===== config.mk =====
export PLATFORM = sky130hd
export DESIGN_NAME = uart_tx_feeder_flat
export DESIGN_NICKNAME = d
export VERILOG_FILES = /design/src/rtl/uart_tx_pkg.sv /design/src/rtl/uart_tx_feeder_if.sv /design/src/rtl/uart_sync_fifo.sv /design/src/rtl/uart_tx_feeder.sv /design/src/flat_wrapper.sv
export SDC_FILE = /design/constraint.sdc
export NUM_CORES = 1
export LEC_CHECK = 0
export BUFFER_PORTS_ARGS = -buffer_cell sky130_fd_sc_hd__buf_2
export CORE_MARGIN = 3
export CORE_UTILIZATION = 55
export CTS_CLUSTER_SIZE = 20
export DETAILED_ROUTE_END_ITERATION = 8
export PLACE_DENSITY_LB_ADDON = 0.12
export SLEW_MARGIN = 10
export SYNTH_ARGS = -nofsm -noshare
export SYNTH_HDL_FRONTEND = slang
export SYNTH_HIERARCHICAL = 1
export SYNTH_SLANG_ARGS = --single-unit

===== constraint.sdc =====
create_clock -name CLK -period 4.5 [get_ports CLK]
set_input_delay 0.675 -clock CLK [delete_from_list [all_inputs] [get_ports CLK]]
set_output_delay 0.675 -clock CLK [all_outputs]
set_load 0.05 [all_outputs]

===== src/rtl/uart_tx_pkg.sv =====
// Shared UART TX definitions: feeder FSM states, default
// character width and frame bit-select codes used by the TX FSM.
package uart_tx_pkg;

    localparam int DATA_WIDTH_DEF = 8;

    typedef enum logic [1:0] {
        IDLE      = 2'd0,
        LOAD      = 2'd1,
        WAIT_ACK  = 2'd2,
        WAIT_DONE = 2'd3
    } feeder_state_t;

    localparam logic [1:0] FRAME_SEL_START  = 2'd0;
    localparam logic [1:0] FRAME_SEL_DATA   = 2'd1;
    localparam logic [1:0] FRAME_SEL_PARITY = 2'd2;
    localparam logic [1:0] FRAME_SEL_STOP   = 2'd3;

endpackage


===== src/rtl/uart_tx_feeder_if.sv =====
// Bus between the system side / TX FSM and the TX feeder.
// slave = feeder side, master = system + TX FSM side.
interface uart_tx_feeder_if
    import uart_tx_pkg::*;
#(
    parameter int DATA_WIDTH = DATA_WIDTH_DEF
);

    logic                  WR_EN;
    logic [DATA_WIDTH-1:0] WR_DATA;
    logic                  FULL;
    logic                  EMPTY;
    logic                  OVF;
    logic                  TX_BUSY;
    logic                  TX_DATA_VALID;
    logic [DATA_WIDTH-1:0] TX_P_DATA;

    modport slave (
        input  WR_EN, WR_DATA, TX_BUSY,
        output FULL, EMPTY, OVF,
        output TX_DATA_VALID, TX_P_DATA
    );

    modport master (
        output WR_EN, WR_DATA, TX_BUSY,
        input  FULL, EMPTY, OVF,
        input  TX_DATA_VALID, TX_P_DATA
    );

endinterface


===== src/rtl/uart_sync_fifo.sv =====
// Synchronous FIFO for the TX feeder: storage, pointers, count, flags.
// Exposes count only when UART_TX_FEEDER_LEVEL_EN is defined.
module uart_sync_fifo
    import uart_tx_pkg::*;
#(
    parameter int DATA_WIDTH = DATA_WIDTH_DEF,
    parameter int DEPTH      = 8,
    localparam int ADDR_W    = $clog2(DEPTH)
) (
    input  logic                  CLK,
    input  logic                  RST,
    input  logic                  wr_en,
    input  logic [DATA_WIDTH-1:0] wr_data,
    input  logic                  pop,
    output logic [DATA_WIDTH-1:0] rd_data,
    output logic                  full,
    output logic                  empty,
    output logic                  ovf
`ifdef UART_TX_FEEDER_LEVEL_EN
    ,
    output logic [ADDR_W:0]       count
`endif
);

    logic [DATA_WIDTH-1:0] mem [DEPTH];
    logic [ADDR_W-1:0]     wr_ptr;
    logic [ADDR_W-1:0]     rd_ptr;
    logic [ADDR_W:0]       cnt;
    logic                  push;
    logic                  do_pop;

    assign full    = (cnt == (ADDR_W+1)'(DEPTH));
    assign empty   = (cnt == '0);
    assign do_pop  = pop && !empty;
    // a pop in the same cycle frees a slot, so a full FIFO still accepts
    assign push    = wr_en && (!full || do_pop);
    assign rd_data = mem[rd_ptr];

`ifdef UART_TX_FEEDER_LEVEL_EN
    assign count = cnt;
`endif

    // storage write; contents are intentionally not reset
    always_ff @(posedge CLK) begin
        if (push) mem[wr_ptr] <= wr_data;
    end

    // pointers, occupancy count and overflow pulse
    always_ff @(posedge CLK or negedge RST) begin
        if (!RST) begin
            wr_ptr <= '0;
            rd_ptr <= '0;
            cnt    <= '0;
            ovf    <= 1'b0;
        end else begin
            if (push)   wr_ptr <= wr_ptr + 1'b1;
            if (do_pop) rd_ptr <= rd_ptr + 1'b1;
            case ({push, do_pop})
                2'b10:   cnt <= cnt + 1'b1;
                2'b01:   cnt <= cnt - 1'b1;
                default: cnt <= cnt;
            endcase
            ovf <= wr_en && !push;
        end
    end

endmodule


===== src/rtl/uart_tx_feeder.sv =====
// TX feeder: buffers bytes and launches one per frame, paced by TX_BUSY.
// Optional FIFO_LEVEL output enabled by UART_TX_FEEDER_LEVEL_EN.
module uart_tx_feeder
    import uart_tx_pkg::*;
#(
    parameter int DATA_WIDTH = DATA_WIDTH_DEF,
    parameter int DEPTH      = 8,
    localparam int ADDR_W    = $clog2(DEPTH)
) (
    input  logic             CLK,
    input  logic             RST,
    uart_tx_feeder_if.slave  bus
`ifdef UART_TX_FEEDER_LEVEL_EN
    ,
    output logic [ADDR_W:0]  FIFO_LEVEL
`endif
);

    feeder_state_t         state;
    logic                  pop;
    logic                  tx_valid;
    logic [DATA_WIDTH-1:0] p_data;
    logic [DATA_WIDTH-1:0] rd_data;

    // pop only when the transmitter is free and a byte is waiting
    assign pop = (state == IDLE) && !bus.EMPTY && !bus.TX_BUSY;

    uart_sync_fifo #(
        .DATA_WIDTH (DATA_WIDTH),
        .DEPTH      (DEPTH)
    ) u_fifo (
        .CLK     (CLK),
        .RST     (RST),
        .wr_en   (bus.WR_EN),
        .wr_data (bus.WR_DATA),
        .pop     (pop),
        .rd_data (rd_data),
        .full    (bus.FULL),
        .empty   (bus.EMPTY),
        .ovf     (bus.OVF)
`ifdef UART_TX_FEEDER_LEVEL_EN
        ,
        .count   (FIFO_LEVEL)
`endif
    );

    assign bus.TX_DATA_VALID = tx_valid;
    assign bus.TX_P_DATA     = p_data;

    // launch FSM with registered valid pulse and held parallel data
    always_ff @(posedge CLK or negedge RST) begin
        if (!RST) begin
            state    <= IDLE;
            tx_valid <= 1'b0;
            p_data   <= '0;
        end else begin
            tx_valid <= 1'b0;
            case (state)
                IDLE: begin
                    if (pop) begin
                        p_data   <= rd_data;
                        tx_valid <= 1'b1;
                        state    <= LOAD;
                    end
                end
                LOAD:      state <= WAIT_ACK;
                WAIT_ACK:  if (bus.TX_BUSY) state <= WAIT_DONE;
                WAIT_DONE: if (!bus.TX_BUSY) state <= IDLE;
                default:   state <= IDLE;
            endcase
        end
    end

endmodule

===== src/flat_wrapper.sv =====
// flat-port wrapper written by rule: the top's interface ports become plain ports
module uart_tx_feeder_flat import uart_tx_pkg::*;
#(
    parameter int DATA_WIDTH = DATA_WIDTH_DEF,
    parameter int DEPTH      = 8,
    localparam int ADDR_W    = $clog2(DEPTH)
)
  (CLK, RST, bus_WR_EN, bus_WR_DATA, bus_TX_BUSY, bus_FULL, bus_EMPTY, bus_OVF, bus_TX_DATA_VALID, bus_TX_P_DATA);
  uart_tx_feeder_if #(.DATA_WIDTH(DATA_WIDTH)) bus_i ();
  input  logic CLK;
  input  logic RST;
  input wire logic [$bits(bus_i.WR_EN)-1:0] bus_WR_EN;
  input wire logic [$bits(bus_i.WR_DATA)-1:0] bus_WR_DATA;
  input wire logic [$bits(bus_i.TX_BUSY)-1:0] bus_TX_BUSY;
  output wire logic [$bits(bus_i.FULL)-1:0] bus_FULL;
  output wire logic [$bits(bus_i.EMPTY)-1:0] bus_EMPTY;
  output wire logic [$bits(bus_i.OVF)-1:0] bus_OVF;
  output wire logic [$bits(bus_i.TX_DATA_VALID)-1:0] bus_TX_DATA_VALID;
  output wire logic [$bits(bus_i.TX_P_DATA)-1:0] bus_TX_P_DATA;
  assign bus_i.WR_EN = bus_WR_EN;
  assign bus_i.WR_DATA = bus_WR_DATA;
  assign bus_i.TX_BUSY = bus_TX_BUSY;
  assign bus_FULL = bus_i.FULL;
  assign bus_EMPTY = bus_i.EMPTY;
  assign bus_OVF = bus_i.OVF;
  assign bus_TX_DATA_VALID = bus_i.TX_DATA_VALID;
  assign bus_TX_P_DATA = bus_i.TX_P_DATA;
  uart_tx_feeder #(.DATA_WIDTH(DATA_WIDTH), .DEPTH(DEPTH)) u_core (.CLK(CLK), .RST(RST), .bus(bus_i));
endmodule

==> results.md <==
* Power Density at 682 nW/um2
* Status: finished, final reports clean
* Core area at a little over 6000 um2
* DRT Pass-1 Iters at 4
* Top-level I/O count at 24
* VDD IR max at between 0.3 and 0.4 mV
* Initial core utilization at 0.590
* Rows at 28
* Final Hold Viols at 0
* Area contributors post-synth: edfxtp_1, dfrtp_1, mux4_2
* Max cap viols at 0
* Setup total negative slack at 0 ns
* Post-synth top area share at 0.531
* Via Count at roughly 1800
* Tot Pwr at about 2700 uW
* DP Wirelength at between 3000 and 4000 um
* Syn_nets at 215
* Crit-path max FO at 15
* Critical-path top delay cell: or3_1
* RSZ-0062 raised after global routing: no
* Setup crit start kind: flop
* Syn Std Cell Area at between 3000 and 4000 um2
* Largest net degree at the start of global routing at 23
* Global-route wire length before repair at around 9700 um
* Wire per inst at 20.1 um
* CTS buffer count at 9
* WP data required at roughly 4.8 ns
* Die width at between 80 and 90 um
* Clock transition at the registers of the reported paths at roughly 0.080 ns
* Layout fillers at between 300 and 400
* Initial antenna violation count at 0
* DRT antenna net count at 0
* Final #Nets at 244
* Seq/Total Area, Yosys at 0.683
* Hold Slack at 0.292 ns
* CP endpoint kind: flop
* Mapped Cells at ~190
* CTS Root Cell: clkbuf_8
* Die H at 87.1 um
* Antenna diode count at 0
* Syn_area_per_cell at 18.7 um2
* Buffer depth of the longest clock path at 2
* Final min period at around 3.2 ns
* Hold crit path type: input port to asynchronous set/reset pin
* Crit Path Class: flop to flop
* Peak Freq at ~310 MHz
* CTS Hold Bufs at 0
* Pre-CTS WS at between 1 and 1.5 ns
* Vias in the first global route at 1772
* H-Tree Depth at 3
* Synth Warn # at 6
* Final setup vio count at 0
* Post-DR vias/cell at ~5.8
* CTS Sinks at 86
* PortBufs at 23
* Share of layout cells above drive strength 1 at 0.373
* Slowest cell delay on critical path at approximately 0.56 ns
* CTS resizes at 0
* 1st-iter DRT viols at about 130
* Leakage at 0.00148 uW
* Clock skew at between 0.007 and 0.008 ns
* Crit share post-route at 0.721
* Post-synthesis register bit count at 86
* Primary FF master, synth: edfxtp_1
* TritonCTS clock tree: built
* Dominant cell type by area after synthesis: edfxtp_1
* Arr. time, crit path at 3.50 ns
* DRC errors left at 0
* Overall Global Routing Usage at 0.180
* Slew HR at 0.261
* EDFF count, synth at 64
* Total global routing overflow at 0
* Top cell by count, worst path: or2_2
* Number of distinct library cells after synthesis at 39
* Setup Fix Bufs, Post-CTS at 0
* CP cell instances: or3_1 -> nor2_1 -> nor3b_2 -> buf_4 -> o21ai_2 -> or2_2 -> inv_1 -> ha_1 -> or2_2 -> and2_1 -> a221o_1 -> o221ai_1
* DIE AREA at 7590 um2
* Worst-Skew Late Latency at between 0.3 and 0.4 ns
* Final WS setup at around 1.3 ns
* Max Slew Vio Count at 0
* FFs w/ async S/R, synth at 0.256
* Total routed wirelength at around 6000 um
* Tightest Pin Transition at 1.11 ns
* Synth-to-Final Area Change at 11.0%
* Gp weighted congestion at between 0.7 and 0.8
## metal layers
metal	vias up	wire length [um]	share of wire	global-route usage
li1	803	-	-	-
met1	931	2770	0.45	0.253
met2	25	3050	0.50	0.272
met5	-	0	0	0
met3	8	184	0.030	0.0350
met4	0	95	0.016	0.0879
## flip-flops by register name, indices dropped and copies added (netlist names)
register and cells:
u_core/bus.TX_P_DATA 8, u_core/u_fifo/rd_ptr 3, u_core/u_fifo/mem 64, u_core/state 2, u_core/u_fifo/cnt 4, u_core/u_fifo/wr_ptr 3, u_core/bus.TX_DATA_VALID 1, u_core/u_fifo/ovf 1
## critical path, delay by kind of cell, from the launching register on
family          cells  cell delay, ns
compound gates      3            0.54
fa+ha+maj           1            0.30
buf+inv             2            0.28
flops               1            0.40
simple gates        6            1.64
## cell type report
| type | instances | area [um2] | area share |
|---|---|---|---|
| repair buffers | 26 | 138 | 0.0343 |
| well taps | 75 | 93.8 | 0.0234 |
| flip-flops and latches | 86 | 2470 | 0.616 |
| clock buffers | 11 | 141 | 0.0352 |
| inverters | 7 | 26.3 | 0.00654 |
| multi-input cells | 93 | 1060 | 0.264 |
| clock inverters | 5 | 82.6 | 0.0206 |
## final timing paths
path | cells past startpoint | from | slack (ns) | endpoint
setup reg to reg | 12 | u_core/u_fifo/cnt[1]$_DFFE_PN0P_ | 1.26 | u_core/u_fifo/cnt[3]$_DFFE_PN0P_
min in group CLK | 1 | u_core/bus.TX_P_DATA[1]$_DFFE_PN0P_ | 0.51 | u_core/bus.TX_P_DATA[1]$_DFFE_PN0P_
hold / removal | 1 | RST | 0.29 | u_core/bus.TX_P_DATA[7]$_DFFE_PN0P_
hold reg to reg | 1 | u_core/bus.TX_P_DATA[1]$_DFFE_PN0P_ | 0.51 | u_core/bus.TX_P_DATA[1]$_DFFE_PN0P_
max in group asynchronous | 1 | RST | 3.86 | u_core/bus.TX_P_DATA[2]$_DFFE_PN0P_
setup / recovery | 12 | u_core/u_fifo/cnt[1]$_DFFE_PN0P_ | 1.26 | u_core/u_fifo/cnt[3]$_DFFE_PN0P_
## through the flow
stage           util  cells  instance area [um2]
6_report       0.655    303                 4020
3_3_place_gp   0.618    287                 3790
4_1_cts        0.655    303                 4020
2_1_floorplan      -    194                 3620
3_5_place_dp   0.618    287                 3790
5_1_grt        0.655    303                 4020
## layout by cell type, fill, tap and decap left out, types with 2 or more instances in the layout
cell type	netlist	routed
nor3_1	2	2
buf_4	1	3
inv_1	7	7
mux2_4	2	2
ha_1	8	8
xor2_1	3	3
nor2_1	11	11
clkbuf_8	0	10
xnor2_1	4	4
or2_2	2	2
nand2_1	4	4
dfrtp_1	22	22
mux2i_1	2	2
bufinv_16	0	2
edfxtp_1	64	64
clkinvlp_4	0	3
and2_1	2	2
mux4_2	16	16
mux2_2	17	17
nand2b_1	2	2
buf_2	1	23
## logic make-up (layout without fill, tap and decap cells)
kind of cell	Yosys count	after routing	share of synthesized area
DFF	86	86	0.683
xor gates and xnor gates	7	7	0.0169
muxes	38	38	0.169
adders and majority gates	9	9	0.0332
AOI/OAI and AO/OA	11	11	0.0339
buffers and inverters	15	49	0.0235
and+or+nand+nor	28	28	0.0398
## Yosys cell counts, types with 2 or more instances
master and n:
nand2_1 4, edfxtp_1 64, xor2_1 3, nor3_1 2, mux2_2 17, xnor2_1 4
mux2i_1 2, mux2_4 2, mux4_2 16, ha_1 8, or2_2 2, dfrtp_1 22
nand2b_1 2, and2_1 2, nor2_1 11, buf_1 2, buf_6 3, inv_1 7
## power by group
part,leakage [uW],switching [uW],internal [uW]
clock network,0.000102,258,328
registers,0.000844,184,1040
logic,0.000532,481,444
total,0.00148,923,1820
No activity file was read; power rests on OpenSTA's default activity.
